[src/rtl/mips_ctrl_pkg.sv]
// Shared types and encodings for the multicycle MIPS main controller.
package mips_ctrl_pkg;

  localparam int unsigned OP_W       = 6;
  localparam int unsigned ALU_CODE_W = 3;
  localparam int unsigned STATE_W    = 4;

  typedef enum logic [STATE_W-1:0] {
    S_FETCH   = 4'd0,
    S_DECODE  = 4'd1,
    S_MEMADR  = 4'd2,
    S_MEMRD   = 4'd3,
    S_MEMWB   = 4'd4,
    S_MEMWR   = 4'd5,
    S_EXEC    = 4'd6,
    S_ALUWB   = 4'd7,
    S_BRANCH  = 4'd8,
    S_IEXEC   = 4'd9,
    S_IWB     = 4'd10,
    S_JUMP    = 4'd11,
    S_ILLEGAL = 4'd12
  } state_e;

  localparam logic [OP_W-1:0] OP_R    = 6'b000000;
  localparam logic [OP_W-1:0] OP_LW   = 6'b100011;
  localparam logic [OP_W-1:0] OP_SW   = 6'b101011;
  localparam logic [OP_W-1:0] OP_BEQ  = 6'b000100;
  localparam logic [OP_W-1:0] OP_BNE  = 6'b000101;
  localparam logic [OP_W-1:0] OP_ADDI = 6'b001000;
  localparam logic [OP_W-1:0] OP_ANDI = 6'b001100;
  localparam logic [OP_W-1:0] OP_ORI  = 6'b001101;
  localparam logic [OP_W-1:0] OP_SLTI = 6'b001010;
  localparam logic [OP_W-1:0] OP_J    = 6'b000010;

  localparam logic [ALU_CODE_W-1:0] ALU_AND   = 3'b000;
  localparam logic [ALU_CODE_W-1:0] ALU_OR    = 3'b001;
  localparam logic [ALU_CODE_W-1:0] ALU_ADD   = 3'b010;
  localparam logic [ALU_CODE_W-1:0] ALU_FUNCT = 3'b011;
  localparam logic [ALU_CODE_W-1:0] ALU_SUB   = 3'b110;
  localparam logic [ALU_CODE_W-1:0] ALU_SLT   = 3'b111;

  localparam logic [1:0] SRCB_REG    = 2'b00;
  localparam logic [1:0] SRCB_FOUR   = 2'b01;
  localparam logic [1:0] SRCB_IMM    = 2'b10;
  localparam logic [1:0] SRCB_IMM_SH = 2'b11;

  localparam logic [1:0] PCSRC_ALU    = 2'b00;
  localparam logic [1:0] PCSRC_ALUOUT = 2'b01;
  localparam logic [1:0] PCSRC_JUMP   = 2'b10;

endpackage

[src/rtl/mc_iop_dec.sv]
// I-type ALU decode: selects ALU operation and immediate extension for IEXEC.
module mc_iop_dec
  import mips_ctrl_pkg::*;
(
  input  logic [OP_W-1:0]       op,
  output logic [ALU_CODE_W-1:0] alu_op,
  output logic                  ext_op
);

  always_comb begin
    alu_op = ALU_ADD;
    ext_op = 1'b1;
    case (op)
      OP_ANDI: begin alu_op = ALU_AND; ext_op = 1'b0; end
      OP_ORI:  begin alu_op = ALU_OR;  ext_op = 1'b0; end
      OP_SLTI: begin alu_op = ALU_SLT; ext_op = 1'b1; end
      default: begin alu_op = ALU_ADD; ext_op = 1'b1; end
    endcase
  end

endmodule

[src/rtl/mc_controller.sv]
// Multicycle MIPS main controller: Moore FSM driving the shared-ALU, single-memory datapath.
module mc_controller
  import mips_ctrl_pkg::*;
#(
  parameter int unsigned ALUOP_W = 3,
  parameter bit          MEM_HS  = 1'b1
) (
  input  logic               clk,
  input  logic               reset_n,
  input  logic [5:0]         op,
  input  logic               mem_ready,
  output logic               pc_write,
  output logic               branch,
  output logic               bne,
  output logic               ir_write,
  output logic               mem_write,
  output logic               reg_write,
  output logic               iord,
  output logic               mem_to_reg,
  output logic               reg_dst,
  output logic               alu_src_a,
  output logic [1:0]         alu_src_b,
  output logic               ext_op,
  output logic [1:0]         pc_src,
  output logic [ALUOP_W-1:0] alu_op,
  output logic               illegal_op,
  output logic [3:0]         state
);

  state_e                state_q, state_d;
  logic [OP_W-1:0]       op_q;
  logic                  ready;
  logic [ALU_CODE_W-1:0] alu_code;
  logic [ALU_CODE_W-1:0] iop_alu;
  logic                  iop_ext;

  assign ready = MEM_HS ? mem_ready : 1'b1;
  assign state = state_q;

  mc_iop_dec u_iop_dec (
    .op     (op_q),
    .alu_op (iop_alu),
    .ext_op (iop_ext)
  );

  always_ff @(posedge clk or negedge reset_n) begin
    if (!reset_n) begin
      state_q <= S_FETCH;
      op_q    <= '0;
    end else begin
      state_q <= state_d;
      if (state_q == S_DECODE) op_q <= op;
    end
  end

  // DECODE steers on the live opcode; later states only ever see op_q.
  always_comb begin
    state_d = state_q;
    case (state_q)
      S_FETCH:  if (ready) state_d = S_DECODE;
      S_DECODE: begin
        case (op)
          OP_LW, OP_SW:                        state_d = S_MEMADR;
          OP_R:                                state_d = S_EXEC;
          OP_BEQ, OP_BNE:                      state_d = S_BRANCH;
          OP_ADDI, OP_ANDI, OP_ORI, OP_SLTI:   state_d = S_IEXEC;
          OP_J:                                state_d = S_JUMP;
          default:                             state_d = S_ILLEGAL;
        endcase
      end
      S_MEMADR: state_d = (op_q == OP_LW) ? S_MEMRD : S_MEMWR;
      S_MEMRD:  if (ready) state_d = S_MEMWB;
      S_MEMWR:  if (ready) state_d = S_FETCH;
      S_EXEC:   state_d = S_ALUWB;
      S_BRANCH: state_d = S_FETCH;
      S_IEXEC:  state_d = S_IWB;
      S_MEMWB, S_ALUWB, S_IWB, S_JUMP, S_ILLEGAL: state_d = S_FETCH;
      default:  state_d = S_FETCH;
    endcase
  end

  always_comb begin
    pc_write   = 1'b0;
    branch     = 1'b0;
    bne        = 1'b0;
    ir_write   = 1'b0;
    mem_write  = 1'b0;
    reg_write  = 1'b0;
    iord       = 1'b0;
    mem_to_reg = 1'b0;
    reg_dst    = 1'b0;
    alu_src_a  = 1'b0;
    alu_src_b  = SRCB_REG;
    ext_op     = 1'b0;
    pc_src     = PCSRC_ALU;
    alu_code   = ALU_AND;
    illegal_op = 1'b0;
    case (state_q)
      S_FETCH: begin
        alu_src_b = SRCB_FOUR;
        alu_code  = ALU_ADD;
        pc_write  = ready;
        ir_write  = ready;
      end
      S_DECODE: begin
        alu_src_b = SRCB_IMM_SH;
        alu_code  = ALU_ADD;
        ext_op    = 1'b1;
      end
      S_MEMADR: begin
        alu_src_a = 1'b1;
        alu_src_b = SRCB_IMM;
        alu_code  = ALU_ADD;
        ext_op    = 1'b1;
      end
      S_MEMRD:  iord = 1'b1;
      S_MEMWB: begin
        mem_to_reg = 1'b1;
        reg_write  = 1'b1;
      end
      S_MEMWR: begin
        iord      = 1'b1;
        mem_write = 1'b1;
      end
      S_EXEC: begin
        alu_src_a = 1'b1;
        alu_code  = ALU_FUNCT;
      end
      S_ALUWB: begin
        reg_dst   = 1'b1;
        reg_write = 1'b1;
      end
      S_BRANCH: begin
        alu_src_a = 1'b1;
        alu_code  = ALU_SUB;
        pc_src    = PCSRC_ALUOUT;
        branch    = (op_q == OP_BEQ);
        bne       = (op_q == OP_BNE);
      end
      S_IEXEC: begin
        alu_src_a = 1'b1;
        alu_src_b = SRCB_IMM;
        alu_code  = iop_alu;
        ext_op    = iop_ext;
      end
      S_IWB:     reg_write = 1'b1;
      S_JUMP: begin
        pc_src   = PCSRC_JUMP;
        pc_write = 1'b1;
      end
      S_ILLEGAL: illegal_op = 1'b1;
      default: ;
    endcase
    // Strobes fall with reset_n itself, not on the next edge.
    if (!reset_n) begin
      pc_write  = 1'b0;
      ir_write  = 1'b0;
      mem_write = 1'b0;
      reg_write = 1'b0;
    end
    alu_op = ALUOP_W'(alu_code);
  end

endmodule

[config.mk]
export PLATFORM = sky130hd
export DESIGN_NAME = mc_controller
export DESIGN_NICKNAME = d
export VERILOG_FILES = /design/src/rtl/mips_ctrl_pkg.sv /design/src/rtl/mc_iop_dec.sv /design/src/rtl/mc_controller.sv
export SDC_FILE = /design/constraint.sdc
export NUM_CORES = 1
export LEC_CHECK = 0
export ABC_AREA = 0
export CAP_MARGIN = 15
export CORE_ASPECT_RATIO = 1.1
export CORE_MARGIN = 1
export CORE_UTILIZATION = 40
export DETAILED_ROUTE_END_ITERATION = 7
export PLACE_DENSITY_LB_ADDON = 0.1
export SETUP_SLACK_MARGIN = 0.4
export SYNTH_ARGS = -nofsm -noshare
export SYNTH_HDL_FRONTEND = slang
export SYNTH_HIERARCHICAL = 1
export SYNTH_SLANG_ARGS = --single-unit
[constraint.sdc]
create_clock -name clk -period 1.95 [get_ports clk]
set_clock_uncertainty 0.15 [all_clocks]
set_input_delay 0.195 -clock clk [delete_from_list [all_inputs] [get_ports clk]]
set_output_delay 0.195 -clock clk [all_outputs]
set_load 0.05 [all_outputs]
==> metrics.txt, run 1 <==
syn_nets 116; CTS Sinks 10; Clock H-tree levels 1; RePlAce Congestion 0.807; top cells by area, synth dfrtp_1, mux2_2, nand2b_1; Synth area leader dfrtp_1; Yosys top cell area share 28.6%; row cnt 17; Place WS 0.0173 ns; PortBufs 31; Seq/Total Area, Yosys 28.6%; hold buffers post-CTS 0; First Err [ERROR DPL-0038] Utilization greater than 100%, impossible to legalize; Syn Inst Count 107; Resized cells post-CTS 48; cell count after placement 178; status did not finish; Halt Stage clock tree synthesis (4_1_cts); syn_area_per_cell 8.19 um^2; width of the chip 46.6 um; cts bufs inserted 3; Top Ports 32; Cell variety after synth 37; Clock Path Buffers 2; Yosys reg bits 10; Starting Density 42.9%; Setup Buffers After CTS 26; Ys Warns 6; clock root buffer clkbuf_4; hpwl dp 2400 um; die height 51.1 um; Cell Area, Synth 876 um^2
cell usage after synthesis (all sizes together):
| cell | number |
|---|---|
| a2111oi | 1 |
| a211o | 1 |
| a21o | 2 |
| a21oi | 8 |
| a31oi | 2 |
| and2 | 1 |
| and2b | 1 |
| and3 | 3 |
| and3b | 1 |
| buf | 5 |
| clkbuf | 1 |
| dfrtp | 10 |
| inv | 4 |
| mux2 | 6 |
| mux2i | 2 |
| nand2 | 4 |
| nand2b | 10 |
| nand3 | 3 |
| nand3b | 1 |
| nor2 | 8 |
| nor2b | 2 |
| nor3 | 8 |
| nor3b | 1 |
| nor4 | 2 |
| nor4b | 1 |
| o211a | 1 |
| o211ai | 3 |
| o21ai | 7 |
| o21ba | 1 |
| o21bai | 1 |
| o221ai | 1 |
| o32ai | 1 |
| or3b | 4 |
stage by stage:
step | hold WS (ns) | instance area [um^2]
after detailed placement | 0.450 | 1710
after global placement | 0.438 | 1710
after floorplan | -0.251 | 1100
kinds of logic after synthesis:
logic type             Yosys count  synth area share, %
and+or+nand+nor                 50                 34.3
buffers and inverters           10                 5.00
DFF                             10                 28.6
muxes                            8                 10.0
AOI/OAI and AO/OA               29                 22.1
==> run 2: changes to the inputs <==
--- a/config.mk
+++ b/config.mk
@@ -7,12 +7,10 @@
 export LEC_CHECK = 0
 export ABC_AREA = 0
 export CAP_MARGIN = 15
-export CORE_ASPECT_RATIO = 1.1
-export CORE_MARGIN = 1
-export CORE_UTILIZATION = 40
+export CORE_AREA = 2 2 63 65
 export DETAILED_ROUTE_END_ITERATION = 7
-export PLACE_DENSITY_LB_ADDON = 0.1
-export SETUP_SLACK_MARGIN = 0.4
+export DIE_AREA = 0 0 65 67
+export PLACE_DENSITY_LB_ADDON = 0.15
 export SYNTH_ARGS = -nofsm -noshare
 export SYNTH_HDL_FRONTEND = slang
 export SYNTH_HIERARCHICAL = 1
==> run 2 against run 1 <==
Effect of this change:
- the flow now finishes, with violations (setup timing)
- area after synthesis stayed put
- synthesized cell count did not move
==> metrics.txt, run 2 <==
status finished, violations left; failing checks setup timing; largest family of logic cells by synthesized area simple AND/OR/NAND/NOR gates; first-pass GRT wire length 4570 um; final hold violations 0; Yosys reg bits 10; EDFF count, synth 0; Switching Fraction 48.1%; crit share post-route 110%; clock network fraction of total power 9.3%; worst skew pair latency 0.23 ns; mux cell area share after synthesis 10.0%; DR WL met2 1360 um; Via density 4.81; Yosys top cell area share 28.6%; Area Overhead vs Synth 102%; core area 3610 um^2; ant diodes 0; Ys Warns 6; DIE AREA 4360 um^2; unrepaired setup endpoints after global routing true; Worst Setup Start Kind flip-flop; combinational fraction of design power 75.4%; most common cell after layout, fill and taps aside buf_4; share of cells above drive strength 1 56.1%; fmax 468 MHz; ys flop type dfrtp_1; Critical Path Fanout Max 3; initial antenna violation count 0; hold buffers post-CTS 0; DRC viols 0; GRT Resource Usage Total 13.4%; WS Path Type reg -> out; Final Max Tran Viols 0; top cells by area, synth dfrtp_1, mux2_2, nand2b_1; most frequent cells after synthesis dfrtp_1, nand2b_1, a21oi_1, nor2_1, nor3_1; Final Critical Period 2.14 ns; Remaining Overflow, GRT 0; metal3 WL 122 um; adder-cell share of the synthesized area 0%; CP peak stage delay 0.40 ns; PortBufs 31; width of the chip 65 um; Seq/Total Area, Yosys 28.6%; crit end category primary output; max reg flops 6; xor and xnor area share after synthesis 0%; clock root buffer clkbuf_8; Synth area leader dfrtp_1; M1 WL 1300 um; drt wl/cell 13.7 um; P_sw 1.34 mW; max layer used met3; row cnt 22; LEAKAGE 0.677 nW; Hold Slack 0.348 ns; Syn Inst Count 107; Flop pwr share 15.3%; final std cells w/o fill 203; CTS Sinks 10; Slew @ Worst Pin 0.383 ns; compound-cell area share of the yosys netlist 22.1%; hpwl dp 2340 um; Top reg by flops op_q; Crit path arrival time 1.79 ns; largest net degree at the start of global routing 13; post-route ant nets 0; IR Drop Worst-Case VDD 0.503 mV; CTS tree built; Filler Cell Count 356; Starting Density 24.3%; syn_area_per_cell 8.19 um^2; Final #Nets 165; Clock H-tree levels 1; clk slew on worst S/H paths 0.05 ns; TritonRoute pass-1 iters 4; Routed WL 2780 um; RePlAce Congestion 0.776; Synth Area in Simple Gates 34.3%; Clock Path Buffers 2; post-route setup slack -0.187 ns; Post-synth ARST share 100%; Crit-path slowest cell or3b_4; DR iter-0 viols 39; final setup fails 4; worst path required time 1.60 ns; P per Cell Area 1570 nW/um^2; Cell Area, Synth 876 um^2; slew margin rel. 74.1%; die height 67 um; crit-path cells or3b_4, or3b_1, o21ai_2, a21oi_4, buf_6; Cell variety after synth 37; vias 977; max_cap viols 0; syn_nets 116; internal power 1.44 mW; cell count after placement 198; total power 2.78 mW; Top Ports 32; Hold Path Class in -> async; cts bufs inserted 3; most frequent cells in the layout buf_4, buf_12, clkdlybuf4s50_1; number of global-route vias before repair 953
## run 2: cell counts after synthesis
Identical to the previous run, type by type.
## run 2: metrics by stage
step                utilization, %  instance area (um^2)  worst slack [ns]  setup TNS [ns]
CTS                           48.5                  1750            -0.211          -0.572
finish                        49.0                  1770            -0.187          -0.520
global route                  49.0                  1770            -0.238          -0.852
detailed placement            46.3                  1670           -0.0554         -0.0554
global placement              46.3                  1670           -0.0139         -0.0139
floorplan                        -                  1040            -0.214          -0.539
## run 2: worst max-delay path: cells and delay by family (launching register included)
| family | cells | cell delay, ns |
|---|---|---|
| AND/OR/NAND/NOR | 2 | 0.78 |
| AO/OA/AOI/OAI | 2 | 0.26 |
| buffers and inverters | 1 | 0.15 |
| flip-flops | 1 | 0.37 |
## run 2: routing by layer
| layer | GRT usage, % | vias up |
|---|---|---|
| met2 | 23.1 | 28 |
| met1 | 17.7 | 460 |
| met3 | 1.69 | 0 |
| met5 | 0 | - |
| met4 | 3.19 | 0 |
| li1 | - | 489 |
## run 2: kinds of logic after synthesis
logic type | after synthesis
and+or+nand+nor | 50
AOI/OAI and AO/OA | 29
buffers and inverters | 10
DFF | 10
muxes | 8
## run 2: final timing paths
kind | from | endpoint | slack [ns] | cells past startpoint
setup / recovery | op_q[5] | ext_op | -0.19 | 5
hold / removal | reset_n | state[0] | 0.35 | 2
setup reg to reg | state[1] | op_q[4] | 0.27 | 3
hold reg to reg | op_q[3] | op_q[3] | 0.47 | 2
max in group asynchronous | reset_n | state[2] | 1.15 | 2
min in group clk | op_q[3] | op_q[3] | 0.47 | 2
## run 2: power by group through the flow
stage / logic (mW) / registers (mW) / clock network [mW]
final: 2.09 / 0.425 / 0.259
after global routing: 2.21 / 0.442 / 0.278
after CTS: 2.08 / 0.424 / 0.264
after floorplan: 1.13 / 0.514 / 0
after global placement: 2.00 / 0.419 / 0
after detailed placement: 2.02 / 0.426 / 0
## run 2: repair_timing
item,4_1_cts,5_1_grt
pin swaps,4,6
hold endpoints to repair,0,0
cloned,0,0
setup endpoints to repair,7,9
setup buffers,0,1
resized for setup,8,3
## run 2: cell type report
class	instances	area, um^2	area share, %
clock buffers	4	55.1	3.11
well taps	48	60.1	3.40
flip-flops and latches	10	255	14.4
multi-input cells	87	751	42.5
inverters	4	15.0	0.849
repair buffers	50	632	35.7
Power figures use the tool's default switching activity.
